**src/rtl/reservoir_pkg.sv**
```systemverilog
// Shared constants for the reservoir flow controller: parameter defaults,
// debounce counter width and the saturating fault-counter limits.
package reservoir_pkg;

    localparam int NUM_SENSORS_DEFAULT   = 3;
    localparam int STABLE_CYCLES_DEFAULT = 1;

    // Holds STABLE_CYCLES up to 15
    localparam int CNT_W = 4;

    localparam int              FAULT_CNT_W   = 8;
    localparam logic [7:0]      FAULT_CNT_MAX = 8'd255;

endpackage

```
**src/rtl/level_debounce.sv**
```systemverilog
// Validates the thermometer-coded sensor sample, converts it to a level and
// debounces it; strobes accept when a new level has been seen often enough.
module level_debounce
    import reservoir_pkg::*;
#(
    parameter  int NUM_SENSORS   = NUM_SENSORS_DEFAULT,
    parameter  int STABLE_CYCLES = STABLE_CYCLES_DEFAULT,
    localparam int LW            = $clog2(NUM_SENSORS + 1)
) (
    input  logic                   clk,
    input  logic                   reset,
    input  logic [NUM_SENSORS-1:0] s,
    input  logic [LW-1:0]          level,
    output logic                   accept,
    output logic [LW-1:0]          accept_level,
    output logic                   invalid
);

    localparam logic [CNT_W-1:0] STABLE  = CNT_W'(STABLE_CYCLES);
    localparam logic [CNT_W-1:0] CNT_MAX = '1;

    logic                valid;
    logic [LW-1:0]       raw;
    logic [LW-1:0]       cand;
    logic [CNT_W-1:0]    cnt;
    logic [CNT_W-1:0]    cnt_next;

    // A sensor may only be wet if every sensor below it is wet too
    always_comb begin
        valid = 1'b1;
        for (int i = 1; i < NUM_SENSORS; i++) begin
            if (s[i] && !s[i-1]) begin
                valid = 1'b0;
            end
        end
    end

    always_comb begin
        raw = '0;
        for (int i = 0; i < NUM_SENSORS; i++) begin
            if (s[i]) begin
                raw = raw + LW'(1);
            end
        end
    end

    // Re-presenting the accepted level cancels any pending candidate
    always_comb begin
        cnt_next = cnt;
        if (!valid || raw == level) begin
            cnt_next = '0;
        end else if (raw != cand) begin
            cnt_next = CNT_W'(1);
        end else if (cnt != CNT_MAX) begin
            cnt_next = cnt + CNT_W'(1);
        end
    end

    assign accept       = valid && (raw != level) && (cnt_next == STABLE);
    assign accept_level = raw;
    assign invalid      = !valid;

    always_ff @(posedge clk or posedge reset) begin
        if (reset) begin
            cand <= '0;
            cnt  <= '0;
        end else begin
            cnt <= cnt_next;
            if (valid) begin
                cand <= raw;
            end
        end
    end

endmodule

```
**src/rtl/reservoir_flow_ctrl.sv**
```systemverilog
// Reservoir flow controller: debounced water level drives the nominal flow
// valves and a supplemental valve with hysteresis on the direction of change.
module reservoir_flow_ctrl
    import reservoir_pkg::*;
#(
    parameter  int NUM_SENSORS   = NUM_SENSORS_DEFAULT,
    parameter  int STABLE_CYCLES = STABLE_CYCLES_DEFAULT,
    localparam int LW            = $clog2(NUM_SENSORS + 1)
) (
    input  logic                   clk,
    input  logic                   reset,
    input  logic [NUM_SENSORS-1:0] s,
    output logic [NUM_SENSORS-1:0] fr,
    output logic                   dfr,
    output logic [LW-1:0]          level,
    output logic                   fault,
    output logic [FAULT_CNT_W-1:0] fault_cnt
);

    logic                   accept;
    logic [LW-1:0]          accept_level;
    logic                   invalid;
    logic [NUM_SENSORS-1:0] fr_next;
    logic                   dfr_next;

    level_debounce #(
        .NUM_SENSORS   (NUM_SENSORS),
        .STABLE_CYCLES (STABLE_CYCLES)
    ) u_debounce (
        .clk          (clk),
        .reset        (reset),
        .s            (s),
        .level        (level),
        .accept       (accept),
        .accept_level (accept_level),
        .invalid      (invalid)
    );

    // Lower water opens more valves: the bottom (N - level) valves are open
    always_comb begin
        fr_next = '0;
        for (int k = 0; k < NUM_SENSORS; k++) begin
            fr_next[k] = (k < (NUM_SENSORS - int'(accept_level)));
        end
    end

    always_comb begin
        dfr_next = dfr;
        if (accept_level == '0) begin
            dfr_next = 1'b1;
        end else if (accept_level == LW'(NUM_SENSORS)) begin
            dfr_next = 1'b0;
        end else if (accept_level < level) begin
            dfr_next = 1'b1;
        end else if (accept_level > level) begin
            dfr_next = 1'b0;
        end
    end

    always_ff @(posedge clk or posedge reset) begin
        if (reset) begin
            level     <= '0;
            fr        <= '1;
            dfr       <= 1'b1;
            fault     <= 1'b0;
            fault_cnt <= '0;
        end else begin
            fault <= invalid;
            if (invalid && fault_cnt != FAULT_CNT_MAX) begin
                fault_cnt <= fault_cnt + FAULT_CNT_W'(1);
            end
            if (accept) begin
                level <= accept_level;
                fr    <= fr_next;
                dfr   <= dfr_next;
            end
        end
    end

endmodule

```
**config.mk**
```make
export PLATFORM = sky130hd
export DESIGN_NAME = reservoir_flow_ctrl
export DESIGN_NICKNAME = d
export VERILOG_FILES = /design/src/rtl/reservoir_pkg.sv /design/src/rtl/level_debounce.sv /design/src/rtl/reservoir_flow_ctrl.sv
export SDC_FILE = /design/constraint.sdc
export NUM_CORES = 1
export LEC_CHECK = 0
export ABC_AREA = 1
export CORE_UTILIZATION = 41
export CTS_CLUSTER_SIZE = 25
export DETAILED_ROUTE_END_ITERATION = 10
export GPL_TIMING_DRIVEN = 0
export HOLD_SLACK_MARGIN = 0.15
export PLACE_DENSITY = 0.66
export SYNTH_ARGS = -nofsm -noshare
export SYNTH_HDL_FRONTEND = slang
export SYNTH_SLANG_ARGS = --single-unit
```
**constraint.sdc**
```tcl
create_clock -name clk -period 1.4 [get_ports clk]
set_input_delay 0.14 -clock clk [delete_from_list [all_inputs] [get_ports clk]]
set_output_delay 0.14 -clock clk [all_outputs]
set_load 0.005 [all_outputs]
```
==> results of run 1 <==
## power groups by stage
| stage | logic [W] | clock network (W) | registers, W |
|---|---|---|---|
| after floorplan | 0.000595 | 0 | 0.00102 |
| after global placement | 0.00104 | 0 | 0.00102 |
| after detailed placement | 0.00107 | 0 | 0.00103 |
| after CTS | 0.00128 | 0.000296 | 0.000989 |
| after global routing | 0.00163 | 0.000329 | 0.00105 |
| final | 0.00148 | 0.000292 | 0.00103 |
## stage by stage
step,TNS [ns],hold slack [ns],power (W)
after floorplan,-1.020,0.1136,0.001613
after global placement,-10.47,0.4413,0.002064
after detailed placement,-11.28,0.4448,0.002100
after CTS,-0.7190,0.2465,0.002569
after global routing,-2.387,0.2588,0.003012
final,-1.262,0.2276,0.002803
## worst paths after layout
kind	end	slack, ns
min in group asynchronous	fault_cnt[2]	0.28
min	u_debounce.cand[0]	0.23
max in group asynchronous	fault_cnt[6]	0.58
max	level[1]	-0.16
max reg2reg	level[1]	-0.16
min reg2reg	fr[2]	0.46
## sequential cells by signal (all words and copies together), names as in the netlist
signal           cells
dfr                  1
fault                1
fault_cnt            8
fr                   3
level                2
u_debounce.cand      2
u_debounce.cnt       4
## worst reg2reg max path, cell delays in order (launching register included)
cell and delay [ns]:
dfrtp_1 0.42, ha_2 0.23, nand2_4 0.10, nand2_2 0.05
nand2_2 0.07, nand2_2 0.06, o211ai_4 0.30, nand2_4 0.12
nand2_2 0.07, nand2_1 0.04
## cells by family (layout without fill, tap and decap cells)
family,Yosys count,count (layout),synth area share [%]
fa+ha+maj,8,8,8.000
buf+inv,19,64,5.700
flops,21,21,42.40
simple gates,93,93,32.70
compound gates,9,9,6.300
xor+xnor,7,7,4.900
## layer usage
| metal | track usage [%] | share of wire (%) | vias to the layer above |
|---|---|---|---|
| met3 | 4.308 | 3.9 | 6 |
| met5 | 0 | 0 | - |
| met1 | 21.36 | 40 | 544 |
| met2 | 36.13 | 54 | 23 |
| li1 | - | - | 585 |
| met4 | 4.878 | 2.0 | 0 |
## cell type report
class | instances | area, sq um
Timing Repair Buffer | 41 | 366.6
Clock buffer | 3 | 22.52
Multi-Input combinational cell | 117 | 834.6
Tap cell | 31 | 38.79
Inverter | 19 | 88.84
Fill cell | 241 | 940.9
Sequential cell | 21 | 531.8
Clock inverter | 1 | 5.005
## cells in the mapped netlist
| cell | n | area, sq um |
|---|---|---|
| nand2_2 | 3 | 18.77 |
| o21ai_0 | 2 | 10.01 |
| xnor2_1 | 5 | 43.79 |
| a21o_1 | 1 | 7.510 |
| nor3_1 | 2 | 10.01 |
| ha_1 | 8 | 100.1 |
| or2_1 | 1 | 6.260 |
| nor2_1 | 7 | 26.28 |
| inv_2 | 2 | 7.510 |
| inv_1 | 17 | 63.81 |
| nand2_1 | 59 | 221.5 |
| xor2_1 | 2 | 17.52 |
| o211ai_4 | 1 | 21.27 |
| nor2_2 | 1 | 6.260 |
| nand4_1 | 1 | 6.260 |
| nand3_1 | 16 | 80.08 |
| dfrtp_1 | 17 | 425.4 |
| dfstp_2 | 4 | 105.1 |
| nor2_4 | 1 | 11.26 |
| a21oi_1 | 3 | 15.01 |
| nand2_4 | 2 | 22.52 |
| o21ai_2 | 1 | 8.760 |
| a21oi_4 | 1 | 16.27 |
## repair_timing
action / CTS / global route
buffers inserted: 18 / 5
resized for setup: 32 / 34
setup endpoints to repair: 26 / 23
hold buffers: 0 / 0
pin swaps: 10 / 15
==> reports/metrics.yaml, run 1 <==
sta:
  clock.fmax_mhz: 641.2
  setup_violations: 16
  worst-slew-pin-transition_ns: 0.7901
  hold_violations: 0
  grt_setup_unrepaired: "yes"
  clock_skew_ns: 0.003263
  finalCritPeriodShare_pct: 111.4
  maxSlewHeadroom_pct: 47.27
  post-route-worst-setup-slack_ns: -0.1596
  period_needed_ns: 1.560
  slew_viol_final: 0
route:
  viasPerCell: 4.970
  vias: 1158
  drc_errors: 2
  drtIter0Drc: 34
  drt_wl_total_mm: 3.092
  wl_per_cell_um: 13.27
  ant_nets: 0
  drtPass1Iterations: 7
critical_path:
  worst_ep_arrival_time_ns: 1.77
  start_kind: "register"
  r2r_start: "u_debounce.cnt[0]"
  crit_top_cell: "nand2_2"
  cp_slowest_cell: "dfrtp_1"
  cp-startpoint: "u_debounce.cnt[0]"
  cp_num_buf_inv: 0
  path_cells: "ha_2, nand2_4, nand2_2, nand2_2, nand2_2, o211ai_4, nand2_4, nand2_2, nand2_1"
  reg2reg_depth: 9
  required_ns: 1.61
  path_max_fanout: 7
  cp_top_family: "simple AND/OR/NAND/NOR gates"
  cp.depth: 9
  slowest_delay_ns: 0.42
  worst_setup_path_end_kind: "register"
  worstSetupPathType: "reg2reg"
worst_hold_path:
  whs_path_depth: 4
  hold_start: "s[1]"
  min_path_type: "in2reg"
clocking:
  clock_sinks: 21
  cts_made_buffers: 3
  clockBufferDepth: 2
  clk_latency_ns: 0.30
  cts_htree_levels: 1
  clk_pin_slew_ns: 0.12
  cts_tree: "yes"
  root_buffer: "clkbuf_4"
place:
  io_buffer_count: 19
  placed_area_sq_um: 1538
  hpwl_mm: 1.911
  gp_congestion: 0.7870
  pre_cts_slack_ns: -0.9947
  placedCellCount: 207
logic_synthesis:
  yosysSeqAreaShare_pct: 42.40
  synthesis.area_sq_um: 1251
  ys_ff_latch: 21
  synth_nets: 170
  netlist_instances: 157
  syn_avg_cell_area_sq_um: 7.969
  ys_warn_count: 0
  synth.distinct_cells: 23
final_layout:
  stdcell_area_sq_um: 1888
  nets: 216
  syn2layout_area_growth_pct: 50.90
  final_util_pct: 66.74
  layout_commonest_cell: "nand2_1"
  diodes: 0
  drive_gt1_share_pct: 40.59
  fin_cells: 233
  layout_common_cells: "nand2_1, buf_4, dfrtp_1, nand2_2, nand3_1"
pwr:
  powerDensity_nw_per_um2: 1485
  pwr-share-clk_pct: 10.4
  p_sw_w: 0.001065
  ir_drop_mv: 0.7178
  cellLeakagePower_nw: 0.9891
  power_frac_comb_pct: 52.8
  intPower_w: 0.001738
  swShare_pct: 38.00
  p_seq_share_pct: 36.8
floorplan:
  dieArea_sq_um: 3276
  ios: 20
  die_w_um: 57.24
  start_util_pct: 44.23
  core_area_sq_um: 2829
  core.rowCount: 19
  fp.dieH_um: 57.24
grt:
  first_global_vias: 1096
  grt_pass1_wl_mm: 4.774
  grt_start_max_net_pins: 22
  antenna_found_initial: 0
  gr-usage-all-layers_pct: 19.05
  overflow: 0
flow_run:
  drv_cap: 0
status:
  status: "finished, violations left"
  violations: "DRC, setup timing"
No activity file was read; power rests on OpenSTA's default activity.
==> run 2, diff against run 1 <==
--- a/config.mk
+++ b/config.mk
@@ -9,9 +9,9 @@
 export CORE_UTILIZATION = 41
 export CTS_CLUSTER_SIZE = 25
 export DETAILED_ROUTE_END_ITERATION = 10
-export GPL_TIMING_DRIVEN = 0
 export HOLD_SLACK_MARGIN = 0.15
-export PLACE_DENSITY = 0.66
+export PLACE_DENSITY = 0.65
 export SYNTH_ARGS = -nofsm -noshare
 export SYNTH_HDL_FRONTEND = slang
+export SYNTH_HIERARCHICAL = 1
 export SYNTH_SLANG_ARGS = --single-unit
==> reports/metrics.yaml, run 2 <==
status:
  status: "finished, violations left"
  violations: "setup timing"
logic_synthesis:
  postSynth.asyncResetShare_pct: 100.0  # unchanged
  synthesis.area_sq_um: 1376  # +10%
  ys_warn_count: 6  # +6
  synth_most_common_cell: "nand2_1"
  synthTopCellsByCount: "nand2_1, inv_1, nand3_1, dfrtp_1, nor2_1"
  netlist_instances: 187  # +19%
  yosysSeqAreaShare_pct: 38.55  # -3.9 points
  ys_ff_latch: 21  # unchanged
  synth_nets: 200  # +18%
  synth_edf_count: 0  # unchanged
  synth_area_leader_cell: "dfrtp_1"
  synthTopCellsByArea: "dfrtp_1, nand2_1, dfstp_2"
  synth.distinct_cells: 25  # +8.7%
  synth_top_area_share_pct: 30.91  # -3.1 points
  synthFlopType: "dfrtp_1"
  syn_avg_cell_area_sq_um: 7.360  # -7.6%
route:
  drtPass1Iterations: 4  # -3
  ant_nets: 0  # unchanged
  vias: 1341  # +16%
  drc_errors: 0  # -2
  viasPerCell: 4.789  # -3.6%
  wl_per_cell_um: 11.38  # -14%
  drt_wl_total_mm: 3.186  # +3.0%
  drtIter0Drc: 53  # +56%
final_layout:
  layout_commonest_cell: "nand2_1"
  syn2layout_area_growth_pct: 41.82
  layout_common_cells: "nand2_1, buf_4, inv_1, dfrtp_1, nand3_1"
  diodes: 0  # unchanged
  nets: 250  # +16%
  top_register: "fault_cnt"
  fillers: 292  # +21%
  largest_reg_flops: 8  # unchanged
  largestRegisters: "fault_cnt (8), u_debounce/cnt (4), fr (3)"
  drive_gt1_share_pct: 29.66  # -11 points
pwr:
  ir_drop_mv: 0.9959  # +39%
  cellLeakagePower_nw: 0.9972  # +0.83%
  finalPower_w: 0.002615  # -6.7%
  powerDensity_nw_per_um2: 1340  # -9.8%
worst_hold_path:
  min_path_type: "reg2reg"
sta:
  post-route-worst-setup-slack_ns: -0.1368  # +0.02281 ns
  setup_violations: 6  # -10
  clock_skew_ns: 0.01299  # +0.009729 ns
  grt_setup_unrepaired: "yes"
  maxSlewHeadroom_pct: 83.32  # +36 points
  hold_violations: 0  # unchanged
  period_needed_ns: 1.537  # -0.02281 ns
  slew_viol_final: 0  # unchanged
  finalCritPeriodShare_pct: 109.8  # -1.6 points
  holdWs_ns: 0.4703  # +0.2427 ns
  clock.fmax_mhz: 650.7  # +1.5%
  worst-slew-pin-transition_ns: 0.2501  # -0.5400 ns
critical_path:
  r2r_end: "level[0]"
  crit_end: "level[0]"
  start_kind: "register"
  worst_setup_path_end_kind: "register"
  required_ns: 1.59  # -0.02 ns
  reg2reg_depth: 9  # unchanged
  r2r_start: "u_debounce/cnt[1]"
  r2r_slack_ns: -0.14  # +0.02 ns
  cp-startpoint: "u_debounce/cnt[1]"
  worst_ep_arrival_time_ns: 1.72  # -0.05 ns
  path_max_fanout: 8  # +1
  worstSetupPathType: "reg2reg"
clocking:
  root_buffer: "clkbuf_4"
  clockBufferDepth: 2  # unchanged
  clk_latency_ns: 0.30  # about the same
  cts_made_buffers: 3  # unchanged
  clk_pin_slew_ns: 0.12  # about the same
  cts_htree_levels: 1  # unchanged
  cts_tree: "yes"
  clock_sinks: 21  # unchanged
grt:
  grt_pass1_wl_mm: 5.223  # +9.4%
  gr-usage-all-layers_pct: 19.54  # +0.49 points
  antenna_found_initial: 0  # unchanged
  overflow: 0  # unchanged
  grt_start_max_net_pins: 16  # -27%
  first_global_vias: 1200  # +9.5%
floorplan:
  ios: 20  # unchanged
  core.rowCount: 20  # +1
  dieArea_sq_um: 3593  # +9.7%
  core_area_sq_um: 3128  # +11%
  fp.dieH_um: 59.94  # +4.7%
  start_util_pct: 44.00  # -0.23 points
  die_w_um: 59.94  # +4.7%
flow_run:
  drv_cap: 0  # unchanged
place:
  hpwl_mm: 2.415  # +26%
  gp_congestion: 0.8085  # +2.7%
  io_buffer_count: 19  # unchanged
run 2: changes by cell type in the layout (fill, tap and decap cells not counted), moves of 4 or more:
cell,change
nand2_1,+17
nand2_4,-4
inv_1,+12
nand2_2,-5
buf_4,+6
dlymetal6s2s_1,-4
o21ai_1,+5
nor2_1,+5
run 2: power by group:
group          leakage (nW)  internal [W]  switching [W]  total, W
registers             0.255      0.000814       0.000130  0.000944
logic                 0.727      0.000698       0.000687   0.00138
clock network        0.0150      0.000111       0.000175  0.000286
run 2: layout make-up:
| class | instances | area [sq um] | area share [%] |
|---|---|---|---|
| clock buffers | 4 | 26.28 | 1.346 |
| inverters | 31 | 121.4 | 6.218 |
| multi-input cells | 135 | 835.8 | 42.82 |
| flip-flops and latches | 21 | 531.8 | 27.24 |
| well taps | 44 | 55.05 | 2.821 |
| repair buffers | 45 | 381.6 | 19.55 |
run 2: worst min-delay path by stage:
| stage | cells past startpoint | endpoint | start | slack [ns] |
|---|---|---|---|---|
| after floorplan | 1 | u_debounce/cand[0] | reset | -0.07 |
| after global placement | 2 | u_debounce/cnt[3] | reset | 0.40 |
| after detailed placement | 2 | u_debounce/cnt[1] | reset | 0.40 |
| after CTS | 2 | dfr | dfr | 0.47 |
| after global routing | 2 | dfr | dfr | 0.50 |
| final | 2 | dfr | dfr | 0.47 |
run 2: critical path, cell delays in order (launching register included):
cell	delay, ns
dfrtp_1	0.41
ha_4	0.17
nand3_4	0.10
xnor2_2	0.17
nand3_1	0.11
nand3_2	0.11
nor2_4	0.16
inv_4	0.08
nand2_1	0.06
o21ai_1	0.05
run 2: repair_timing:
item | CTS | global route
setup buffers | 10 | 1
endpoints found under the hold margin | 6 | 0
pin swaps | 7 | 3
hold buffers | 1 | 0
setup endpoints to repair | 22 | 7
gates resized for setup | 21 | 4
run 2: metal layers:
layer	GRT usage, %	vias to the layer above	share of wire [%]
met5	0	-	0
met4	2.326	0	0.78
met2	35.71	33	50
li1	-	684	-
met3	4.329	6	3.0
met1	23.92	618	46
run 2: through the flow:
step / util (%) / setup TNS, ns / std cells / worst slack (ns) / area, sq um
3_5_place_dp: 57.28 / -7.403 / 264 / -0.7368 / 1792
5_1_grt: 62.40 / -1.142 / 280 / -0.2238 / 1952
6_report: 62.40 / -0.6797 / 280 / -0.1368 / 1952
4_1_cts: 61.52 / -0.6315 / 279 / -0.1276 / 1924
2_1_floorplan: - / -0.07216 / 187 / -0.02770 / 1441
3_3_place_gp: 57.28 / -6.394 / 264 / -0.6725 / 1792
run 2: cell families (layout without fill, tap and decap cells):
family	Yosys count	in the layout	synth area share [%]
and+or+nand+nor	111	111	38.55
buffers and inverters	31	80	8.636
DFF	21	21	38.55
AOI/OAI and AO/OA	12	12	4.454
adders and majority gates	8	8	7.273
xor gates and xnor gates	4	4	2.546
